**config.mk**
```make
export PLATFORM = sky130hd
export DESIGN_NAME = data_unpacker
export DESIGN_NICKNAME = d
export VERILOG_FILES = /design/src/rtl/readout_pkg.sv /design/src/rtl/unpack_word_sel.sv /design/src/rtl/data_unpacker.sv
export SDC_FILE = /design/constraint.sdc
export NUM_CORES = 1
export LEC_CHECK = 0
export BUFFER_PORTS_ARGS = -buffer_cell sky130_fd_sc_hd__buf_4
export CAP_MARGIN = 25
export CORE_MARGIN = 2
export CORE_UTILIZATION = 30
export CTS_BUF_LIST = sky130_fd_sc_hd__clkbuf_16
export DETAILED_ROUTE_END_ITERATION = 8
export PLACE_DENSITY_LB_ADDON = 0.2
export SETUP_SLACK_MARGIN = 0.5
export SYNTH_ARGS = -nofsm -noshare
export SYNTH_HDL_FRONTEND = slang
export SYNTH_HIERARCHICAL = 1
export SYNTH_SLANG_ARGS = --single-unit
```
**constraint.sdc**
```tcl
create_clock -name i_clk -period 3.9 [get_ports i_clk]
set_input_delay 0.39 -clock i_clk [delete_from_list [all_inputs] [get_ports i_clk]]
set_output_delay 0.39 -clock i_clk [all_outputs]
set_load 0.01 [all_outputs]
```
**src/rtl/readout_pkg.sv**
```systemverilog
// readout_pkg: shared widths, header marker default and unpacker FSM states.
package readout_pkg;
    localparam int WORD_W = 12;
    localparam int ENTRY_W = 36;
    localparam int HDR_W = 24;
    localparam logic [WORD_W-1:0] HDR_MARKER_DEF = 12'hEC5;
    localparam int HDR_CNT_W_DEF = 16;
    typedef enum logic [1:0] {IDLE, LOAD, EMIT} state_t;
endpackage

```
**src/rtl/unpack_word_sel.sv**
```systemverilog
// unpack_word_sel: picks the next word to emit at or after the current index.
// With DATA_SKIP_NULL_EN defined, zero words of data entries are passed over.
module unpack_word_sel
    import readout_pkg::*;
(
    input  logic [ENTRY_W-1:0] i_entry,
    input  logic               i_is_hdr,
    input  logic [1:0]         i_idx,
    output logic [WORD_W-1:0]  o_word,
    output logic [1:0]         o_sel,
    output logic               o_has,
    output logic               o_last
);
    logic [WORD_W-1:0] w_word0;
    logic [2:0]        w_keep;
    always_comb begin
        w_word0 = i_is_hdr ? i_entry[35:24] : i_entry[11:0];
        w_keep[0] = i_idx == 2'd0;
        w_keep[1] = i_idx <= 2'd1;
        w_keep[2] = i_idx <= 2'd2 && !i_is_hdr;
`ifdef DATA_SKIP_NULL_EN
        w_keep[0] = w_keep[0] && (i_is_hdr || w_word0 != '0);
        w_keep[1] = w_keep[1] && (i_is_hdr || i_entry[23:12] != '0);
        w_keep[2] = w_keep[2] && i_entry[35:24] != '0;
`endif
        o_sel = w_keep[0] ? 2'd0 : w_keep[1] ? 2'd1 : 2'd2;
        o_has = |w_keep;
        o_last = w_keep[0] ? !(w_keep[1] || w_keep[2]) : w_keep[1] ? !w_keep[2] : 1'b1;
        o_word = o_sel == 2'd0 ? w_word0 : o_sel == 2'd1 ? i_entry[23:12] : i_entry[35:24];
    end
endmodule

```
**src/rtl/data_unpacker.sv**
```systemverilog
// data_unpacker: pops 36-bit readout FIFO entries and streams them as 12-bit words.
// Optional DATA_SKIP_NULL_EN (in unpack_word_sel) drops zero words of data entries.
module data_unpacker
    import readout_pkg::*;
#(
    parameter logic [WORD_W-1:0] HDR_MARKER = HDR_MARKER_DEF,
    parameter int                HDR_CNT_W  = HDR_CNT_W_DEF
) (
    input  logic                 i_clk,
    input  logic                 i_reset,
    input  logic                 i_fifo_empty,
    output logic                 o_fifo_rinc,
    input  logic [ENTRY_W-1:0]   i_fifo_out,
    output logic [WORD_W-1:0]    o_dout,
    output logic                 o_dout_is_hdr,
    output logic                 o_dout_valid,
    input  logic                 i_dout_ready,
    output logic                 o_busy,
    output logic [HDR_CNT_W-1:0] o_hdr_count
);
    state_t                r_state, w_next;
    logic [ENTRY_W-1:0]    r_entry;
    logic                  r_is_hdr;
    logic [1:0]            r_idx;
    logic [HDR_CNT_W-1:0]  r_hdr_count;
    logic [WORD_W-1:0]     w_word;
    logic [1:0]            w_sel;
    logic                  w_has, w_last, w_accept, w_done, w_load_hdr;
    unpack_word_sel u_sel (
        .i_entry  (r_entry),
        .i_is_hdr (r_is_hdr),
        .i_idx    (r_idx),
        .o_word   (w_word),
        .o_sel    (w_sel),
        .o_has    (w_has),
        .o_last   (w_last)
    );
    // An emptied entry (no word left, or last word accepted) chains straight into the next fetch.
    always_comb begin
        w_accept = r_state == EMIT && w_has && i_dout_ready;
        w_done = r_state == EMIT && (!w_has || (w_accept && w_last));
        w_load_hdr = i_fifo_out[WORD_W-1:0] == HDR_MARKER;
        o_fifo_rinc = (r_state == IDLE || w_done) && !i_fifo_empty && !i_reset;
        w_next = r_state;
        case (r_state)
            IDLE:    w_next = i_fifo_empty ? IDLE : LOAD;
            LOAD:    w_next = EMIT;
            EMIT:    w_next = !w_done ? EMIT : i_fifo_empty ? IDLE : LOAD;
            default: w_next = IDLE;
        endcase
        o_dout_valid = r_state == EMIT && w_has;
        o_dout = o_dout_valid ? w_word : '0;
        o_dout_is_hdr = o_dout_valid && r_is_hdr;
        o_busy = r_state != IDLE;
        o_hdr_count = r_hdr_count;
    end
    always_ff @(posedge i_clk) begin
        if (i_reset) begin
            r_state <= IDLE;
            r_entry <= '0;
            r_is_hdr <= 1'b0;
            r_idx <= 2'd0;
            r_hdr_count <= '0;
        end else begin
            r_state <= w_next;
            if (r_state == LOAD) begin
                r_entry <= i_fifo_out;
                r_is_hdr <= w_load_hdr;
                r_idx <= 2'd0;
                if (w_load_hdr) r_hdr_count <= r_hdr_count + 1'b1;
            end else if (w_accept) begin
                r_idx <= w_sel + 2'd1;
            end
        end
    end
endmodule

```
==> results of run 1 <==
metal layers:
layer,wire [µm],vias up,track usage
met5,0,-,0
met4,131,0,0.0558
met3,330,10,0.0425
met2,3710,60,0.265
met1,3410,1218,0.193
li1,-,1340,-
metrics by stage:
stage / utilization / total power [mW] / hold WS, ns / setup slack [ns] / instances
CTS: 0.400 / 1.53 / 0.226 / 1.42 / 523
floorplan: - / 0.719 / 0.436 / 1.83 / 347
detailed placement: 0.370 / 0.789 / 0.450 / 1.44 / 508
global placement: 0.370 / 0.787 / 0.446 / 1.49 / 508
global route: 0.400 / 1.58 / 0.225 / 1.15 / 523
finish: 0.400 / 1.52 / 0.236 / 1.45 / 523
synthesized netlist by cell type, drive strengths merged, types with 4 or more instances:
cell | instances | share of area
nand2 | 83 | 0.11
dfxtp | 57 | 0.41
a21oi | 54 | 0.097
nor3 | 20 | 0.070
and2 | 14 | 0.032
clkbuf | 14 | 0.019
buf | 11 | 0.021
nor2b | 11 | 0.025
o22ai | 10 | 0.023
o31ai | 9 | 0.024
or4 | 9 | 0.024
nand3 | 5 | 0.0090
nor4 | 5 | 0.011
and3 | 4 | 0.0090
nand4 | 4 | 0.014
nor2 | 4 | 0.0054
o21ai | 4 | 0.0072
or3 | 4 | 0.0090
state kept, by name (all words and copies together) (netlist names):
name         cells
r_is_hdr         1
r_state          2
o_hdr_count     16
r_idx            2
r_entry         36
power by group:
part	internal [mW]	switching, mW
clock network	0.480	0.261
logic	0.0719	0.0830
registers	0.604	0.0157
cell type report:
type / instances / area, µm² / share of cell area
clock buffers: 9 / 225 / 0.0618
repair buffers: 75 / 563 / 0.155
inverters: 3 / 11.3 / 0.00309
multi-input cells: 262 / 1510 / 0.415
well taps: 111 / 139 / 0.0381
flip-flops and latches: 57 / 1140 / 0.313
clock inverters: 6 / 51.3 / 0.0141
worst paths after layout:
| path | slack, ns | start | cells past startpoint | end |
|---|---|---|---|---|
| max reg2reg | 1.45 | r_state[0]$_SDFF_PP0_ | 5 | o_hdr_count[7]$_SDFFE_PP0P_ |
| min reg2reg | 0.46 | r_entry[14]$_SDFFE_PP0P_ | 2 | r_entry[14]$_SDFFE_PP0P_ |
| max | 1.45 | r_state[0]$_SDFF_PP0_ | 5 | o_hdr_count[7]$_SDFFE_PP0P_ |
| min | 0.24 | i_fifo_empty | 2 | r_state[0]$_SDFF_PP0_ |
kinds of logic (layout without fill, tap and decap cells):
group	after synthesis	after routing
fa+ha+maj	1	1
mux	1	1
flops	57	57
xor+xnor	2	2
compound gates	84	84
simple gates	174	174
buf+inv	28	93
critical path: stages, from the launching register on:
cell     delay (ns)
dfxtp_1        0.38
and2b_1        0.14
buf_4          0.35
nand4_2        0.64
or4_1          0.71
a21oi_1        0.15
==> metrics.md, run 1 <==
| Metric | Value |
|---|---|
| Largest family of logic cells by synthesized area | simple AND/OR/NAND/NOR gates |
| First-pass iteration count of the detailed router | 4 |
| First-pass GRT wire length | 12,300 µm |
| Count of unique library cells instantiated by Yosys | 43 |
| Asr flop ratio synth | 0 |
| Peak Freq | 407 MHz |
| DRT Wirelength | 7580 µm |
| CP Class | flop to flop |
| CP endpoint kind | flop |
| Clock Latency Late Sink | 0.32 ns |
| XOR/XNOR share of the synthesized area | 0.00631 |
| DP Area | 0.00337 mm² |
| Syn nets | 388 |
| Gp weighted congestion | 0.757 |
| Top FF cell, synth | dfxtp_1 |
| Final Max Slew Viols | 0 |
| Post-Synth Adder-Cell Area | 0.00451 |
| CTS Sinks | 57 |
| Cells after Synth | 347 |
| Vias in the first global route | 2,524 |
| Port bufs | 71 |
| Synth Register Bits | 57 |
| CTS tree | done |
| Compound-Gate Fraction of Synth Area | 0.174 |
| Largest net degree at the start of global routing | 59 |
| Max clock buf depth | 2 |
| Post-synth EDFFs | 0 |
| Synthesis Warnings | 6 |
| Status | finished, final reports clean |
| CP required | 4.15 ns |
| Die W | 100 µm |
| Total clock buffers created by CTS | 9 |
| Rel. slew slack | 0.494 |
| Post-synthesis simple-gate area fraction | 0.357 |
| Synthesized area | 0.00278 mm² |
| Reg clk slew, reported paths | 0.05 ns |
| Tmin final | 2.45 ns |
| Worst setup SP type | flop |
| Post-layout instance area | 0.00364 mm² |
| Post-CTS Resized | 0 |
| Ports | 72 |
| HP Class | primary input to flop |
| Clk root buf | clkbuf_16 |
| Grt total ovfl | 0 |
| Area Growth Syn to Fin | 31.2% |
| Post-CTS Repair Setup Buffers | 0 |
| Core box area | 0.00911 mm² |
| DR vias/cell | 5.02 |
| Max Cap Viol | 0 |
| Site Rows | 35 |
| Setup violators final | 0 |
| Mux cell area share after synthesis | 0.00361 |
| Initial antenna violation count | 0 |
| Worst Path Arrival | 2.71 ns |
| Power Dens Cells | 416 mW/mm² |
| DRC violations left | 0 |
| Crit path max fanout | 40 |
| Tot GR Track Use | 0.157 |
| Full die area | 0.0100 mm² |
| Starting Density | 0.305 |
| Commonest non-fill, non-tap cells in the layout | nand2_1 (83), buf_4 (75), dfxtp_1 (57) |
| DP Wirelength | 5200 µm |
| Slew @ Worst Pin | 0.759 ns |
| Leakage power | 1.48 nW |
| Die H | 100 µm |
| RSZ-0062 raised after global routing | no |
| Setup TNS | 0 ns |
| WL per Instance | 14.5 µm |
| Sequential area share after synthesis | 0.411 |
| Final Hold Viols | 0 |
| DR vias | 2,628 |
| Ant. Diodes | 0 |
| Starting DRT DRC Count | 96 |
| Peak supply drop | 0.000198 V |
| Fill cells | 955 |
| Layout cells sized above 1 | 0.274 |
| Htree depth | 3 |
| Commonest non-fill, non-tap cell in the layout | nand2_1 |
| DRT antenna net count | 0 |
| Period utilization | 0.629 |
| Final nets | 449 |
| Mean Syn Cell Area | 8.00 µm² |
| Skew final | 0.00594 ns |
| Cts hold-fix bufs | 0 |
No activity file was read; power rests on OpenSTA's default activity.
==> run 2, diff against run 1 <==
clock period = 2.1 ns   (was 3.9 ns; I/O delays follow)
==> run 2 against run 1 <==
  * Non-clock buffer count up 22
  * Routed wire length increased by 11%
  * Utilization is 5.5 points higher
  * Combinational power rose by 120%
  * Critical path depth up 2
  * Clock-buffer cell count unchanged
  * Cell count is 4.6% higher
  * Die area unchanged
  * Final area rose by 14%
  * Flip-flop and latch count is the same
  * Worst setup slack lost 1.2 ns
  * Hold slack got worse by 0.19 ns
  * Critical path type is now flop to output pin
  * Critical endpoint is now o_dout[8]
  * Largest cell class unchanged
==> metrics.md, run 2 (same netlist as run 1, synthesis figures left out) <==
| Metric | Value |
|---|---|
| Ports | 72 (unchanged) |
| Period utilization | 0.902 |
| Total clock buffers created by CTS | 9 (unchanged) |
| Worst Path Arrival | 1.68 ns (was 2.71 ns) |
| DR vias/cell | 5.02 (about the same) |
| Full die area | 0.0100 mm² (unchanged) |
| Port bufs | 71 (unchanged) |
| Pint | 2.06 mW (was 1.16 mW) |
| Flop pwr share | 0.420 (was 0.409) |
| R2R depth | 10 (was 5) |
| Htree depth | 3 (unchanged) |
| Status | finished, final reports clean (unchanged) |
| Tot GR Track Use | 0.162 (was 0.157) |
| Vias in the first global route | 2,518 (was 2,524) |
| Gp weighted congestion | 0.735 (was 0.757) |
| CTS tree | done (unchanged) |
| First-pass iteration count of the detailed router | 4 (unchanged) |
| DRT antenna net count | 0 (unchanged) |
| Largest net degree at the start of global routing | 59 (unchanged) |
| Site Rows | 35 (unchanged) |
| DRC violations left | 0 (unchanged) |
| Reg clk slew, reported paths | 0.05 ns (about the same) |
| Switching part of the total | 0.247 (was 0.237) |
| DP Area | 0.00340 mm² (was 0.00337 mm²) |
| WL per Instance | 15.3 µm (was 14.5 µm) |
| Max Cap Viol | 0 (unchanged) |
| Power Dens Cells | 661 mW/mm² (was 416 mW/mm²) |
| Reg-to-reg slack, setup | 0.34 ns (was 1.45 ns) |
| DP Wirelength | 5150 µm (was 5200 µm) |
| Commonest non-fill, non-tap cells in the layout | nand2_1 (81), buf_4 (77), a21oi_1 (52) (was nand2_1 (83), buf_4 (75), dfxtp_1 (57)) |
| Hold_ws | 0.0496 ns (was 0.236 ns) |
| RSZ-0062 raised after global routing | yes (was no) |
| HP Class | primary input to flop (unchanged) |
| Peak supply drop | 0.000377 V (was 0.000198 V) |
| Final Hold Viols | 0 (unchanged) |
| Commonest non-fill, non-tap cell in the layout | nand2_1 (unchanged) |
| Cts hold-fix bufs | 0 (unchanged) |
| Starting Density | 0.305 (unchanged) |
| Worst setup SP type | flop (unchanged) |
| Tmin final | 1.89 ns |
| Clk root buf | clkbuf_16 (unchanged) |
| Clk pwr share | 0.452 (was 0.489) |
| Final nets | 472 (was 449) |
| Max clock buf depth | 2 (unchanged) |
| CP required | 1.89 ns (was 4.15 ns) |
| DR vias | 2,746 (was 2,628) |
| CP Capture Point | o_dout[8] (was o_hdr_count[7]$_SDFFE_PP0P_) |
| Die W | 100 µm (unchanged) |
| Clock Latency Late Sink | 0.32 ns (about the same) |
| Starting DRT DRC Count | 108 (was 96) |
| First-pass GRT wire length | 12,600 µm (was 12,300 µm) |
| Peak Freq | 528 MHz |
| Final Max Slew Viols | 0 (unchanged) |
| RR Endpoint | r_idx[1]$_SDFFE_PP0N_ (was o_hdr_count[7]$_SDFFE_PP0P_) |
| Rel. slew slack | 0.576 (was 0.494) |
| Post-layout instance area | 0.00415 mm² (was 0.00364 mm²) |
| Max reg flops | 36 (unchanged) |
| Crit path max fanout | 7 (was 40) |
| Core box area | 0.00911 mm² (unchanged) |
| Combinational power share | 0.127 (was 0.102) |
| Layout cells sized above 1 | 0.401 (was 0.274) |
| Largest register by flop count | r_entry (unchanged) |
| Initial antenna violation count | 0 (unchanged) |
| CP Class | flop to output pin (was flop to flop) |
| Setup violators final | 0 (unchanged) |
| DRT Wirelength | 8390 µm (was 7580 µm) |
| Leakage power | 1.71 nW (was 1.48 nW) |
| Skew final | 0.00575 ns (was 0.00594 ns) |
| Ant. Diodes | 0 (unchanged) |
| Switching power | 677 µW (was 359 µW) |
| CTS Sinks | 57 (unchanged) |
| Slew @ Worst Pin | 0.636 ns (was 0.759 ns) |
| Critical path origin | r_is_hdr$_SDFFE_PP0P_ (was r_state[0]$_SDFF_PP0_) |
| Worst r2r src | r_is_hdr$_SDFFE_PP0P_ (was r_state[0]$_SDFF_PP0_) |
| Grt total ovfl | 0 (unchanged) |
| CP endpoint kind | output pin (was flop) |
| Setup TNS | 0 ns (unchanged) |
| Die H | 100 µm (unchanged) |
| Area Growth Syn to Fin | 49.3% (was 31.2%) |
## run 2: area by class of cell
cell class                      count  area (µm²)
Clock inverter                      7        28.8
Inverter                            3        11.3
Tap cell                          111         139
Fill cell                         936        4960
Multi-Input combinational cell    263        1710
Timing Repair Buffer               97         872
Clock buffer                        9         225
Sequential cell                    57        1160
## run 2: how the worst min path moves through the flow
stage	to	slack [ns]	from	cells after the start
3_5_place_dp	r_state[0]$_SDFF_PP0_	0.39	i_fifo_empty	2
2_1_floorplan	r_state[0]$_SDFF_PP0_	0.29	i_fifo_empty	1
5_1_grt	r_state[0]$_SDFF_PP0_	0.05	i_fifo_empty	2
3_3_place_gp	r_state[0]$_SDFF_PP0_	0.39	i_fifo_empty	2
4_1_cts	r_state[0]$_SDFF_PP0_	0.03	i_fifo_empty	2
6_report	r_state[0]$_SDFF_PP0_	0.05	i_fifo_empty	2
## run 2: power groups by stage
stage / registers [mW] / logic [mW] / clock network [mW]
6_report: 1.15 / 0.348 / 1.24
5_1_grt: 1.16 / 0.381 / 1.33
4_1_cts: 1.15 / 0.317 / 1.28
3_5_place_dp: 1.18 / 0.294 / 0
3_3_place_gp: 1.17 / 0.293 / 0
2_1_floorplan: 1.16 / 0.182 / 0
## run 2: metal layers
| layer | wire length, µm | global-route usage | part of all wire | vias to the layer above |
|---|---|---|---|---|
| met2 | 4000 | 0.261 | 0.48 | 69 |
| met4 | 138 | 0.0632 | 0.016 | 0 |
| met3 | 403 | 0.0487 | 0.048 | 14 |
| li1 | - | - | - | 1393 |
| met5 | 0 | 0 | 0 | - |
| met1 | 3850 | 0.203 | 0.46 | 1270 |
## run 2: timing repair
| item | 4_1_cts | 5_1_grt |
|---|---|---|
| endpoints found under the setup margin | 27 | 30 |
| gates resized for setup | 23 | 44 |
| buffers inserted | 10 | 8 |
| pin swaps | 2 | 8 |
| gates cloned | 2 | 2 |
## run 2: stage by stage
stage | worst slack, ns | instances | total power, mW | util
after floorplan | 0.513 | 347 | 1.35 | -
after global placement | 0.360 | 509 | 1.47 | 0.374
after detailed placement | 0.312 | 509 | 1.47 | 0.374
after CTS | 0.245 | 537 | 2.74 | 0.425
after global routing | 0.169 | 547 | 2.86 | 0.455
final | 0.206 | 547 | 2.74 | 0.455
## run 2: critical path, cell delays in order, from the launching register on
cell	delay [ns]
dfxtp_4	0.34
or2_4	0.28
nand2_4	0.07
nand2_4	0.06
nor2_4	0.20
clkbuf_16	0.19
and2_4	0.14
buf_6	0.09
